<file path="src/rtl/sample_hex_framer_pkg.sv">
// Shared types and constants for the sample-to-ASCII-hex framer.
// Holds the line state encoding and the nibble-to-character helper.
package sample_hex_pkg;

    typedef enum logic [2:0] {
        IDLE,
        IDX,
        COLON,
        HEX,
        LF,
        CR
    } state_e;

    localparam logic [7:0] ASCII_LF    = 8'h0A;
    localparam logic [7:0] ASCII_CR    = 8'h0D;
    localparam logic [7:0] ASCII_COLON = 8'h3A;

    function automatic logic [7:0] nibble_to_ascii(input logic [3:0] nib);
        logic [7:0] wide;
        wide = {4'h0, nib};
        return (nib < 4'd10) ? (8'h30 + wide) : (8'h37 + wide);
    endfunction

endpackage

</file>
<file path="src/rtl/sample_hex_framer_if.sv">
// Sample input stream and ASCII byte output stream of the hex framer.
// The slave modport is the framer's view; master is the driving environment.
interface sample_hex_framer_if #(
    parameter int unsigned DATA_BITLEN = 24
) ();

    logic                   in_valid;
    logic                   in_ready;
    logic [DATA_BITLEN-1:0] in_data;
    logic                   out_valid;
    logic                   out_ready;
    logic [7:0]             out_data;

    modport master (
        output in_valid,
        output in_data,
        output out_ready,
        input  in_ready,
        input  out_valid,
        input  out_data
    );

    modport slave (
        input  in_valid,
        input  in_data,
        input  out_ready,
        output in_ready,
        output out_valid,
        output out_data
    );

endinterface

</file>
<file path="src/rtl/sample_hex_framer_fifo.sv">
// Single-clock first-word-fall-through FIFO holding raw samples.
// Push while full and pop while empty are ignored.
module sample_fifo #(
    parameter int unsigned WIDTH = 24,
    parameter int unsigned DEPTH = 16
) (
    input  logic                   clk,
    input  logic                   rst,
    input  logic                   push,
    input  logic [WIDTH-1:0]       wdata,
    input  logic                   pop,
    output logic [WIDTH-1:0]       rdata,
    output logic                   full,
    output logic                   empty,
    output logic [$clog2(DEPTH):0] level
);

    localparam int unsigned AW = $clog2(DEPTH);
    localparam logic [AW:0] FULL_LEVEL = (AW + 1)'(DEPTH);

    logic [WIDTH-1:0] mem [DEPTH];
    logic [AW-1:0]    wr_ptr_q;
    logic [AW-1:0]    rd_ptr_q;
    logic [AW:0]      level_q;
    logic             do_push;
    logic             do_pop;

    assign full    = (level_q == FULL_LEVEL);
    assign empty   = (level_q == '0);
    assign do_push = push && !full;
    assign do_pop  = pop && !empty;
    assign rdata   = mem[rd_ptr_q];
    assign level   = level_q;

    // Pointers wrap naturally because DEPTH is a power of two.
    always_ff @(posedge clk or posedge rst) begin
        if (rst) begin
            wr_ptr_q <= '0;
            rd_ptr_q <= '0;
            level_q  <= '0;
        end else begin
            if (do_push) begin
                wr_ptr_q <= wr_ptr_q + 1'b1;
            end
            if (do_pop) begin
                rd_ptr_q <= rd_ptr_q + 1'b1;
            end
            case ({do_push, do_pop})
                2'b10:   level_q <= level_q + 1'b1;
                2'b01:   level_q <= level_q - 1'b1;
                default: level_q <= level_q;
            endcase
        end
    end

    always_ff @(posedge clk) begin
        if (do_push) begin
            mem[wr_ptr_q] <= wdata;
        end
    end

endmodule

</file>
<file path="src/rtl/sample_hex_framer.sv">
// Buffers samples and emits each as an ASCII line: hex digits MSB-first, LF, CR.
// Define SAMPLE_HEX_FRAMER_INDEX_EN to prefix each line with a 4-digit index and ':'.
module sample_hex_framer
    import sample_hex_pkg::*;
#(
    parameter int unsigned DATA_BITLEN = 24,
    parameter int unsigned FIFO_DEPTH  = 16
) (
    input  logic                        clk,
    input  logic                        rst,
    sample_hex_framer_if.slave          bus,
    output logic [$clog2(FIFO_DEPTH):0] fifo_level,
    output logic                        busy
);

    localparam int unsigned NIBBLES  = DATA_BITLEN / 4;
    localparam int unsigned NW       = (NIBBLES > 1) ? $clog2(NIBBLES) : 1;
    localparam logic [NW-1:0] LAST_NIB = NW'(NIBBLES - 1);

`ifdef SAMPLE_HEX_FRAMER_INDEX_EN
    localparam state_e LINE_START = IDX;
`else
    localparam state_e LINE_START = HEX;
`endif

    state_e                 state_q, state_d;
    logic [DATA_BITLEN-1:0] line_q, line_d;
    logic [NW-1:0]          nib_q, nib_d;
    logic                   out_valid_q, out_valid_d;
    logic [7:0]             out_data_q, out_data_d;
    logic                   run_q;

    logic                   fifo_push;
    logic                   fifo_pop;
    logic                   fifo_full;
    logic                   fifo_empty;
    logic [DATA_BITLEN-1:0] fifo_head;

    logic                   slot_free;
    logic                   byte_vld;
    logic [7:0]             byte_data;

`ifdef SAMPLE_HEX_FRAMER_INDEX_EN
    logic [15:0]            line_idx_q, line_idx_d;
    logic [1:0]             idx_nib_q, idx_nib_d;
    logic [15:0]            idx_shift;
`endif

    sample_fifo #(
        .WIDTH (DATA_BITLEN),
        .DEPTH (FIFO_DEPTH)
    ) u_fifo (
        .clk   (clk),
        .rst   (rst),
        .push  (fifo_push),
        .wdata (bus.in_data),
        .pop   (fifo_pop),
        .rdata (fifo_head),
        .full  (fifo_full),
        .empty (fifo_empty),
        .level (fifo_level)
    );

    // run_q keeps in_ready low until the first edge after reset release.
    assign bus.in_ready  = run_q && !fifo_full;
    assign fifo_push     = bus.in_valid && bus.in_ready;
    assign bus.out_valid = out_valid_q;
    assign bus.out_data  = out_data_q;
    assign busy          = (state_q != IDLE) || (fifo_level != '0) || out_valid_q;

    // The FSM hands one byte per cycle to the output register whenever it is free.
    always_comb begin
        state_d     = state_q;
        line_d      = line_q;
        nib_d       = nib_q;
        fifo_pop    = 1'b0;
        byte_vld    = 1'b0;
        byte_data   = 8'h00;
        out_valid_d = out_valid_q;
        out_data_d  = out_data_q;
        slot_free   = !out_valid_q || bus.out_ready;
`ifdef SAMPLE_HEX_FRAMER_INDEX_EN
        line_idx_d  = line_idx_q;
        idx_nib_d   = idx_nib_q;
        idx_shift   = line_idx_q << {idx_nib_q, 2'b00};
`endif

        case (state_q)
            IDLE: begin
                if (!fifo_empty) begin
                    fifo_pop = 1'b1;
                    line_d   = fifo_head;
                    nib_d    = '0;
                    state_d  = LINE_START;
                end
            end
`ifdef SAMPLE_HEX_FRAMER_INDEX_EN
            IDX: begin
                byte_vld  = 1'b1;
                byte_data = nibble_to_ascii(idx_shift[15:12]);
                if (slot_free) begin
                    if (idx_nib_q == 2'd3) begin
                        idx_nib_d = 2'd0;
                        state_d   = COLON;
                    end else begin
                        idx_nib_d = idx_nib_q + 1'b1;
                    end
                end
            end
            COLON: begin
                byte_vld  = 1'b1;
                byte_data = ASCII_COLON;
                if (slot_free) begin
                    state_d = HEX;
                end
            end
`endif
            HEX: begin
                byte_vld  = 1'b1;
                byte_data = nibble_to_ascii(line_q[DATA_BITLEN-1 -: 4]);
                if (slot_free) begin
                    line_d = line_q << 4;
                    if (nib_q == LAST_NIB) begin
                        state_d = LF;
                    end else begin
                        nib_d = nib_q + 1'b1;
                    end
                end
            end
            LF: begin
                byte_vld  = 1'b1;
                byte_data = ASCII_LF;
                if (slot_free) begin
                    state_d = CR;
                end
            end
            CR: begin
                byte_vld  = 1'b1;
                byte_data = ASCII_CR;
                if (slot_free) begin
`ifdef SAMPLE_HEX_FRAMER_INDEX_EN
                    line_idx_d = line_idx_q + 16'd1;
`endif
                    if (!fifo_empty) begin
                        fifo_pop = 1'b1;
                        line_d   = fifo_head;
                        nib_d    = '0;
                        state_d  = LINE_START;
                    end else begin
                        state_d = IDLE;
                    end
                end
            end
            default: state_d = IDLE;
        endcase

        if (slot_free) begin
            out_valid_d = byte_vld;
            if (byte_vld) begin
                out_data_d = byte_data;
            end
        end
    end

    always_ff @(posedge clk or posedge rst) begin
        if (rst) begin
            state_q     <= IDLE;
            line_q      <= '0;
            nib_q       <= '0;
            out_valid_q <= 1'b0;
            out_data_q  <= 8'h00;
            run_q       <= 1'b0;
        end else begin
            state_q     <= state_d;
            line_q      <= line_d;
            nib_q       <= nib_d;
            out_valid_q <= out_valid_d;
            out_data_q  <= out_data_d;
            run_q       <= 1'b1;
        end
    end

`ifdef SAMPLE_HEX_FRAMER_INDEX_EN
    always_ff @(posedge clk or posedge rst) begin
        if (rst) begin
            line_idx_q <= 16'h0000;
            idx_nib_q  <= 2'd0;
        end else begin
            line_idx_q <= line_idx_d;
            idx_nib_q  <= idx_nib_d;
        end
    end
`endif

endmodule

</file>
<file path="src/flat_wrapper.sv">
// flat-port wrapper written by rule: the top's interface ports become plain ports
module sample_hex_framer_flat import sample_hex_pkg::*;
#(
    parameter int unsigned DATA_BITLEN = 24,
    parameter int unsigned FIFO_DEPTH  = 16
)
  (clk, rst, fifo_level, busy, bus_in_valid, bus_in_data, bus_out_ready, bus_in_ready, bus_out_valid, bus_out_data);
  sample_hex_framer_if #(.DATA_BITLEN(DATA_BITLEN)) bus_i ();
  input  logic clk;
  input  logic rst;
  output logic [$clog2(FIFO_DEPTH):0] fifo_level;
  output logic busy;
  input wire logic [$bits(bus_i.in_valid)-1:0] bus_in_valid;
  input wire logic [$bits(bus_i.in_data)-1:0] bus_in_data;
  input wire logic [$bits(bus_i.out_ready)-1:0] bus_out_ready;
  output wire logic [$bits(bus_i.in_ready)-1:0] bus_in_ready;
  output wire logic [$bits(bus_i.out_valid)-1:0] bus_out_valid;
  output wire logic [$bits(bus_i.out_data)-1:0] bus_out_data;
  assign bus_i.in_valid = bus_in_valid;
  assign bus_i.in_data = bus_in_data;
  assign bus_i.out_ready = bus_out_ready;
  assign bus_in_ready = bus_i.in_ready;
  assign bus_out_valid = bus_i.out_valid;
  assign bus_out_data = bus_i.out_data;
  sample_hex_framer #(.DATA_BITLEN(DATA_BITLEN), .FIFO_DEPTH(FIFO_DEPTH)) u_core (.clk(clk), .rst(rst), .bus(bus_i), .fifo_level(fifo_level), .busy(busy));
endmodule
</file>
<file path="config.mk">
export PLATFORM = sky130hd
export DESIGN_NAME = sample_hex_framer_flat
export DESIGN_NICKNAME = d
export VERILOG_FILES = /design/src/rtl/sample_hex_framer_pkg.sv /design/src/rtl/sample_hex_framer_if.sv /design/src/rtl/sample_hex_framer_fifo.sv /design/src/rtl/sample_hex_framer.sv /design/src/flat_wrapper.sv
export SDC_FILE = /design/constraint.sdc
export NUM_CORES = 1
export LEC_CHECK = 0
export CORE_MARGIN = 1
export CORE_UTILIZATION = 37
export DETAILED_ROUTE_END_ITERATION = 10
export GPL_TIMING_DRIVEN = 0
export PLACE_DENSITY_LB_ADDON = 0.25
export SETUP_SLACK_MARGIN = 0.05
export SLEW_MARGIN = 15
export SYNTH_ARGS = -nofsm -noshare
export SYNTH_HDL_FRONTEND = slang
export SYNTH_SLANG_ARGS = --single-unit
</file>
<file path="constraint.sdc">
create_clock -name clk -period 3.89 [get_ports clk]
set_input_delay 0.9725 -clock clk [delete_from_list [all_inputs] [get_ports clk]]
set_output_delay 0.9725 -clock clk [all_outputs]
set_load 0.05 [all_outputs]
</file>
* After elaboration in Yosys (flattened, before gate mapping)
Memories as Yosys holds them, arrays and structs flattened.
Cells that the tools add are included.
** Word-level totals
- Output and inout bits :: 16
- Input port bits :: 28
- Word-level logic and storage cells :: 77
- Latch bits :: 0
- Memories kept :: 1
- Register bits :: 53
- Memory bits (read-only) :: 0
- Memory bits (writable) :: 384
** Memory list
- u_core.u_fifo.mem :: words 16, width 24, rd ports 1, clocked after Yosys merged registers in 0, wr ports 1, RTL line sample_hex_framer_fifo.sv:21 : logic [WIDTH-1:0] mem [DEPTH];
** Operators by class
- Divide/modulo/power cells :: 0
- Shift-type cells :: 0
- Muxes and demuxes :: 25
- $add $sub $neg :: 7
- $lt $le $gt $ge :: 1
- Equality and inequality tests :: 13
- Bitwise gates (word level) :: 0
- Reductions and logical operators :: 21
- $mul :: 0
** Operators with widths (number)
- $mux 24 :: 3
- $pmux 24 s3 :: 1
- $mux 3 :: 9
- $pmux 8 s3 :: 1
- $add 6x4->7 const A :: 2
- $pmux 3 s4 :: 1
- $pmux 5 s2 :: 1
- $eq 3x3->1 const B :: 3
- $pmux 3 s3 :: 1
- $add 4x1->4 const B :: 2
- $mux 8 :: 1
- $ne 2x1->1 const B :: 4
- $reduce_bool 3->1 :: 2
- $add 5x1->5 const B :: 1
- $eq 5x5->1 const B :: 1
- $logic_not 5->1 :: 1
- $mux 1 :: 5
- $reduce_and 5->1 :: 1
- $reduce_bool 5->1 :: 1
- $sub 5x1->5 const B :: 1
- $logic_and 1x1->1 :: 4
- $lt 4x4->1 const B :: 1
- $ne 2x2->1 const B :: 2
- $reduce_and 4->1 :: 1
- other kinds (13) :: 17

* Logic depth before layout (Yosys ltp)
Gate-level depths: netlist of the first run.
- Depth after elaboration :: 7
- Depth in mapped cells :: 12
- Mapped depth without buffers :: 11

* Modules after synthesis
From an unflattened synthesis of the first run, not the netlist that was laid out.
** Unflattened totals
- Cells, all modules :: 1031
- Area, all modules :: 17838.4 um2
** Modules (own cells, without submodules)
- sample_fifo :: area an instance 15753.9 um2, cells each 785, sequential area each 11856.4 um2, times used 1
- sample_hex_framer :: area an instance 2084.5 um2, cells each 246, sequential area each 975.9 um2, times used 1

* Worst setup path before layout of the first run
Ideal clock, no wire load.
- Kind :: register to register
- Start :: reg u_core.u_fifo.level_q[1], in the netlist u_core.u_fifo.level[1]
- End :: mem u_core.u_fifo.mem[3][0] (enable)
- Path buffers :: 1
- Slack :: -0.563 ns
- Clock period less this slack :: 4.453 ns
- Setup time :: 0.435 ns
- Required time :: 3.455 ns
- Arrival time :: 4.018 ns
- Stages on the path, launching flop included :: 7
- Cell sequence :: dfrtp_1 -> nor4_1 -> a21boi_1 -> and2_1 -> clkbuf_1 -> nand2_1 -> nor3_1
** On the way
- Word-level cells in the longest chain between the ends :: 7
** RTL lines
- start: declaration :: RTL line sample_hex_framer_fifo.sv:24 : logic [AW:0] level_q;
- start signal: assignment :: RTL line sample_hex_framer_fifo.sv:49 : 2'b10: level_q <= level_q + 1'b1;
- start signal: assignment :: RTL line sample_hex_framer_fifo.sv:50 : 2'b01: level_q <= level_q - 1'b1;
- start signal: assignment :: RTL line sample_hex_framer_fifo.sv:51 : default: level_q <= level_q;
- $eq 5x5->1 :: RTL line sample_hex_framer_fifo.sv:28 : assign full = (level_q == FULL_LEVEL);
- $logic_not 1->1 :: RTL line sample_hex_framer.sv:65 : assign bus.in_ready = run_q && !fifo_full;
- $logic_and 1x1->1 :: RTL line sample_hex_framer.sv:65
- named net bus_in_ready :: RTL line flat_wrapper.sv:16 : output wire logic [$bits(bus_i.in_ready)-1:0] bus_in_ready;
- $logic_and 1x1->1 :: RTL line sample_hex_framer.sv:66 : assign fifo_push = bus.in_valid && bus.in_ready;
- $logic_and 1x1->1 :: RTL line sample_hex_framer_fifo.sv:30 : assign do_push = push && !full;
- $mux 1 :: RTL line sample_hex_framer_fifo.sv:57 : if (do_push) begin
- $mux 1 (not written as such) :: RTL line sample_hex_framer_fifo.sv:58 : mem[wr_ptr_q] <= wdata;
- end: declaration :: RTL line sample_hex_framer_fifo.sv:21
The timed path passes the listed nets, and every way through them passes these cells.

* Final worst setup path of the first run
- Start :: reg u_core.u_fifo.level_q[1], in the netlist u_core.u_fifo.level[1]
- End :: out busy
** On the way
- Word-level cells in the longest chain between the ends :: 3
** RTL lines
- $reduce_bool 5->1 :: RTL line sample_hex_framer.sv:69 : assign busy = (state_q != IDLE) || (fifo_level != '0) || out_valid_q;
- $logic_or 1x1->1 (2 in a row) :: RTL line sample_hex_framer.sv:69
- end: declaration :: RTL line flat_wrapper.sv:12 : output logic busy;
Every way passes these cells.

==> out/metrics.csv, run 1 <==
metric,value,unit
htree_levels,2,
cts_buffers,46,
grt_max_degree,35,
synth_compound_area_frac,0.0705,
drtAntennaViolNets,0,
reg2reg_depth,12,
fin_area,20600,um^2
drc,0,
combPwrFrac,0.343,
clock_path_buffers,3,
criticalPathCategory,flip-flop to output pin,
ys_warn_count,0,
synth_xor_area_frac,0.00608,
cpPeakStageDelay,0.72,ns
initial_core_util,0.378,
cp.required,2.92,ns
syn2layout_area_growth,19.1,%
min-delay-start,u_core.bus.out_data[5],
track_usage,0.171,
syn_area_per_cell,19.5,um^2
finalNonFillerCells,1636,
dpl-instance-area,19100,um^2
endpoint_kind,output pin,
clk_latency,0.58,ns
hold_buffers,0,
skew,0.0129,ns
wl_met1,17500,um
syn_area,17300,um^2
finalHoldWorstSlack,0.514,ns
synthAdderAreaFrac,0.00985,
cts_sinks,436,
gp_congestion,0.781,
cts_tree,done,
path_clk_slew,0.06,ns
powerDensity,754,nW/um^2
synth_edf_count,384,
total_power,15.5,mW
setup_viol,0,
drv_slew,0,
yosysUniqueCellTypes,49,
hold_path_class,flip-flop to flip-flop,
num_vias,8727,
status,"complete, no violations",
cts-root-buf,clkbuf_16,
critPathSlowestCell,clkdlybuf4s50_1,
yosysSeqAreaShare,0.743,
synth_async_sr_flop_share,0.119,
p_seq_frac,0.377,
fin_crit,3.66,ns
ctsResizeCount,0,
tightest_slew,1.01,ns
io_buffers,42,
min_period_over_period,0.942,
dpl.hpwl,25900,um
core_area,45700,um^2
worstPathArrival,2.69,ns
cp_max_fo,6,
antenna_found_initial,0,
power_leakage,6.67,nW
synth.mux.area_fraction,0.127,
synthFlopType,edfxtp_1,
die_h,218,um
drive_gt1_frac,0.264,
top_layer,met4,
grt_pass1_vias,8962,
grt-ovfl-total,0,
rsz0062_at_grt,false,
dr_wl_met3,1850,um
crit_chain,"or4_4, nor2_1, nand3_1, clkdlybuf4s50_1",
synth_top_family_by_area,multiplexers,
finish.utilization,0.450,
wl_per_cell,24.0,um
sw_frac_of_total,0.334,
via_per_inst,5.33,
die_w,218,um
dp.cells,1550,
syn_nets,927,
p_int,10.3,mW
drt-pass1-iter-count,5,
antenna_cells,0,
rows,78,
clkPwrFrac,0.281,
syn_inst,886,
max-cap-violations,0,
dieArea,47600,um^2
hold_viol_final,0,
max_freq,0.273,GHz
crit_path_start,u_core.u_fifo.level[1],
r2r-start,u_core.state_q[2],
grt_pass1_wl,58700,um
io_pins,44,
critPathTopFamily,simple AND/OR/NAND/NOR gates,
maxSlewHeadroom,0.329,
timing.critical_path.depth,4,
met2_length,19100,um
synth_seq_cells,436,
critPathBufInv,1,
switchingPower,5.18,mW
worst_setup_path_start_kind,flip-flop,
fin_nets,1039,
wirelength,39300,um
yosys.area_share.simple,0.0232,
min_path_cells,2,
worst_ir_drop_vdd,0.518,mV
drtIter0Drc,806,
cts_setup_buffers,0,
## cell usage after synthesis (all sizes together) (3+ instances only)
library cell  instances  area share
a21o                  4      0.0017
a21oi                74       0.028
a221oi                6      0.0045
a22o                  6      0.0030
a22oi                41       0.021
buf                  28       0.011
clkbuf               23      0.0050
dfrtp                52       0.075
edfxtp              384        0.67
ha                   12      0.0087
inv                  19      0.0041
mux4                 96        0.13
nand2                22      0.0048
nand2b                3      0.0011
nand3                 6      0.0017
nor2                 47       0.010
nor2b                 5      0.0018
nor3                  4      0.0012
o21ai                11      0.0032
o22ai                 7      0.0029
xnor2                 9      0.0046
xor2                  3      0.0015
## cells by family after synthesis
family | count (synthesis)
buf+inv | 70
xor+xnor | 12
mux | 99
other cells | 2
simple gates | 93
compound gates | 161
flops | 436
fa+ha+maj | 13
## power groups by stage
stage,Sequential [mW],Clock [mW],Combinational (mW)
after floorplan,6.11,0,3.52
after global placement,5.94,0,5.19
after detailed placement,5.94,0,5.39
after CTS,5.84,4.45,5.40
after global routing,5.89,4.63,5.76
final,5.84,4.36,5.32
## cells in the final DEF (no fill, tap or decap), drive strengths merged, types with 2 or more instances in the layout
master	Yosys	routed
a21o	4	4
a21oi	74	74
a221oi	6	6
a22o	6	6
a22oi	41	41
a31oi	2	2
and2	2	2
buf	28	50
bufinv	0	5
clkbuf	23	80
clkdlybuf4s50	0	42
clkinv	0	20
conb	2	2
dfrtp	52	52
edfxtp	384	384
ha	12	12
inv	19	22
mux2	2	2
mux4	96	96
nand2	22	22
nand2b	3	3
nand3	6	6
nor2	47	47
nor2b	5	5
nor3	4	4
o211ai	2	2
o21ai	11	11
o22ai	7	7
xnor2	9	9
xor2	3	3
## flip-flops by register name, indices dropped and copies added, names as in the netlist
name	count
u_core.u_fifo.mem	384
u_core.line_q	24
u_core.bus.out_data	7
u_core.u_fifo.level	5
u_core.u_fifo.rd_ptr_q	4
u_core.u_fifo.wr_ptr_q	4
u_core.nib_q	3
u_core.state_q	3
u_core.bus.out_valid	1
u_core.run_q	1
## routing by layer
layer | track usage | up-vias
met2 | 0.279 | 217
met5 | 0 | -
met1 | 0.237 | 4635
met3 | 0.0256 | 52
met4 | 0.0492 | 0
li1 | - | 3823
## final timing paths
path / to / slack [ns]
min in group asynchronous: u_core.u_fifo.level[2] / 0.73
max reg2reg: u_core.u_fifo.level[4] / 0.69
min: u_core.bus.out_data[5] / 0.51
min reg2reg: u_core.bus.out_data[5] / 0.51
max in group asynchronous: u_core.line_q[5] / 2.61
max: busy / 0.23
## through the flow
step / setup WS, ns / TNS, ns
CTS: 0.209 / 0
global route: 0.128 / 0
finish: 0.226 / 0
global placement: -1.11 / -378.15
detailed placement: 0.0624 / 0
floorplan: 0.0770 / 0
## worst min-delay path, delay by kind of cell, from the launching register on
| kind | cells | cell delay, ns |
|---|---|---|
| AOI/OAI and AO/OA | 1 | 0.06 |
| and+or+nand+nor | 1 | 0.05 |
| DFF | 1 | 0.36 |
## layout make-up
cell class,count,area (um^2)
inverters,19,71.3
plain buffers,51,278
clock inverters,29,280
repair buffers,64,917
clock buffers,57,1210
multi-input cells,380,4230
flip-flops and latches,436,12800
well taps,600,751
fillers,3900,25100
Power figures use the tool's default switching activity.
==> run 2, diff against run 1 <==
CTS_CLUSTER_SIZE = 30   (was not set)
==> results of run 2 <==
Final layout, timing and power as in run 1 (identical DEF).
==> run 3, diff against run 2 <==
--- a/config.mk
+++ b/config.mk
@@ -9,2 +9,3 @@
 export CORE_UTILIZATION = 37
+export CTS_BUF_LIST = sky130_fd_sc_hd__clkbuf_8
 export CTS_CLUSTER_SIZE = 30
--- a/constraint.sdc
+++ b/constraint.sdc
@@ -3,2 +3,2 @@
 set_output_delay 0.9725 -clock clk [all_outputs]
-set_load 0.05 [all_outputs]
+set_load 0.1 [all_outputs]
==> out/metrics.csv, run 3 (synthesis gave the netlist of run 1 again) <==
metric,value,unit,change
status,"complete, no violations",,unchanged
power_leakage,6.74,nW,was 6.67 nW
drtIter0Drc,860,,was 806
cts_buffers,75,,was 46
fin_nets,1067,,was 1039
final_common_cell,edfxtp_1,,unchanged
final_cell_mix,"edfxtp_1 (384), mux4_2 (96), clkbuf_8 (83), dfrtp_1 (50), a21oi_1 (44)",,"was edfxtp_1 (384), mux4_2 (96), dfrtp_1 (52), clkbuf_16 (47), a21oi_1 (44)"
min_period_over_period,0.924,,was 0.942
io_buffers,42,,unchanged
critPathSlowestCell,dlygate4sd2_1,,was clkdlybuf4s50_1
dieArea,47600,um^2,unchanged
clk_latency,0.63,ns,was 0.58 ns
worst_setup_path_start_kind,flip-flop,,unchanged
worst_ir_drop_vdd,0.712,mV,was 0.518 mV
max_freq,0.278,GHz,was 0.273 GHz
crit_chain,"or4_4, nor2_1, nand3_1, dlygate4sd2_1",,"was or4_4, nor2_1, nand3_1, clkdlybuf4s50_1"
cts_tree,done,,unchanged
worstPathArrival,2.62,ns,was 2.69 ns
drtAntennaViolNets,0,,unchanged
fin_crit,3.59,ns,was 3.66 ns
dpl.hpwl,25900,um,about the same
initial_core_util,0.378,,unchanged
largest_reg_flops,384,,unchanged
num_vias,8919,,was 8727
tightest_slew,1.02,ns,was 1.01 ns
io_pins,44,,unchanged
criticalPathCategory,flip-flop to output pin,,unchanged
syn2layout_area_growth,18.5,%,was 19.1%
antenna_cells,0,,unchanged
gp_congestion,0.781,,about the same
die_h,218,um,unchanged
track_usage,0.175,,was 0.171
fillers,3934,,was 3900
rows,78,,unchanged
via_per_inst,5.29,,was 5.33
grt_pass1_wl,60100,um,was 58700 um
max-cap-violations,0,,unchanged
antenna_found_initial,0,,unchanged
cp_max_fo,6,,unchanged
wl_per_cell,23.6,um,was 24.0 um
finalNonFillerCells,1686,,was 1636
htree_levels,3,,was 2
die_w,218,um,unchanged
dp.cells,1549,,was 1550
skew,0.0263,ns,was 0.0129 ns
critPathBufInv,1,,unchanged
maxSlewHeadroom,0.318,,was 0.329
r2r_setup_slack,0.41,ns,was 0.69 ns
pre_cts_slack,0.00596,ns,was 0.0624 ns
rsz0062_at_grt,false,,unchanged
grt_max_degree,29,,was 35
setup_viol,0,,unchanged
grt-ovfl-total,0,,unchanged
cts-root-buf,clkbuf_8,,was clkbuf_16
hold_viol_final,0,,unchanged
path_clk_slew,0.06,ns,about the same
grt_pass1_vias,9459,,was 8962
cpPeakStageDelay,0.60,ns,was 0.72 ns
drc,0,,unchanged
clock_path_buffers,3,,unchanged
wirelength,39800,um,was 39300 um
hold_path_class,flip-flop to flip-flop,,unchanged
cts_setup_buffers,0,,unchanged
cts_sinks,436,,unchanged
cp.required,2.92,ns,about the same
powerDensity,747,nW/um^2,was 754 nW/um^2
drv_slew,0,,unchanged
drt-pass1-iter-count,5,,unchanged
critPathTopFamily,simple AND/OR/NAND/NOR gates,,unchanged
endpoint_kind,output pin,,unchanged
setup_ws,0.296,ns,was 0.226 ns
core_area,45700,um^2,unchanged
top_register,u_core.u_fifo.mem,,unchanged
drive_gt1_frac,0.283,,was 0.264
==> run 3: where the power goes <==
part	switching (mW)	internal (mW)	total, mW
combinational	3.41	2.19	5.60
clock	1.82	2.03	3.85
sequential	0.264	5.59	5.85
total	5.49	9.81	15.3
==> run 3: final cells by class <==
class | instances | area, um^2 | area share
flip-flops and latches | 436 | 12800 | 0.627
inverters | 19 | 71.3 | 0.00348
well taps | 600 | 751 | 0.0367
clock inverters | 54 | 262 | 0.0128
repair buffers | 63 | 898 | 0.0439
multi-input cells | 380 | 4240 | 0.207
plain buffers | 51 | 278 | 0.0136
clock buffers | 83 | 1140 | 0.0558
==> run 3: timing repair <==
action / 4_1_cts / 5_1_grt
hold buffers: 0 / 0
endpoints found under the setup margin: 2 / 0
gates resized for setup: 2 / 0
==> run 3: path summary, 6_finish.rpt <==
path	from	endpoint	depth (start not counted)
max	u_core.u_fifo.level[1]	busy	4
min	u_core.bus.out_data[4]	u_core.bus.out_data[4]	1
max reg2reg	u_core.u_fifo.level[1]	u_core.u_fifo.level[4]	11
min reg2reg	u_core.bus.out_data[4]	u_core.bus.out_data[4]	1
max in group asynchronous	rst	u_core.line_q[11]	3
min in group asynchronous	rst	u_core.u_fifo.wr_ptr_q[1]	2
==> run 3: layer usage <==
metal / track usage / vias to the layer above / part of all wire
met5: 0 / - / 0
met4: 0.0611 / 0 / 0.023
met3: 0.0363 / 71 / 0.048
met2: 0.279 / 253 / 0.49
met1: 0.239 / 4706 / 0.44
li1: - / 3889 / -
==> run 3: stage by stage <==
step / utilization / setup TNS, ns / area, um^2 / hold WS [ns] / total power [mW]
final: 0.448 / 0 / 20500 / 0.516 / 15.3
after global routing: 0.448 / 0 / 20500 / 0.542 / 16.1
after CTS: 0.448 / 0 / 20500 / 0.513 / 15.5
after detailed placement: 0.418 / 0 / 19100 / 0.499 / 11.6
after global placement: 0.405 / -289.42 / 18500 / 0.493 / 11.4
after floorplan: - / -0.841 / 17300 / 0.484 / 9.91
==> run 3: worst register-to-register path: cells and delay by family (launching register included) <==
kind | cells | cell delay [ns]
adders and majority gates | 2 | 0.71
DFF | 1 | 0.44
AOI/OAI and AO/OA | 3 | 0.67
xor gates and xnor gates | 2 | 0.29
buffers and inverters | 1 | 0.11
and+or+nand+nor | 3 | 1.15
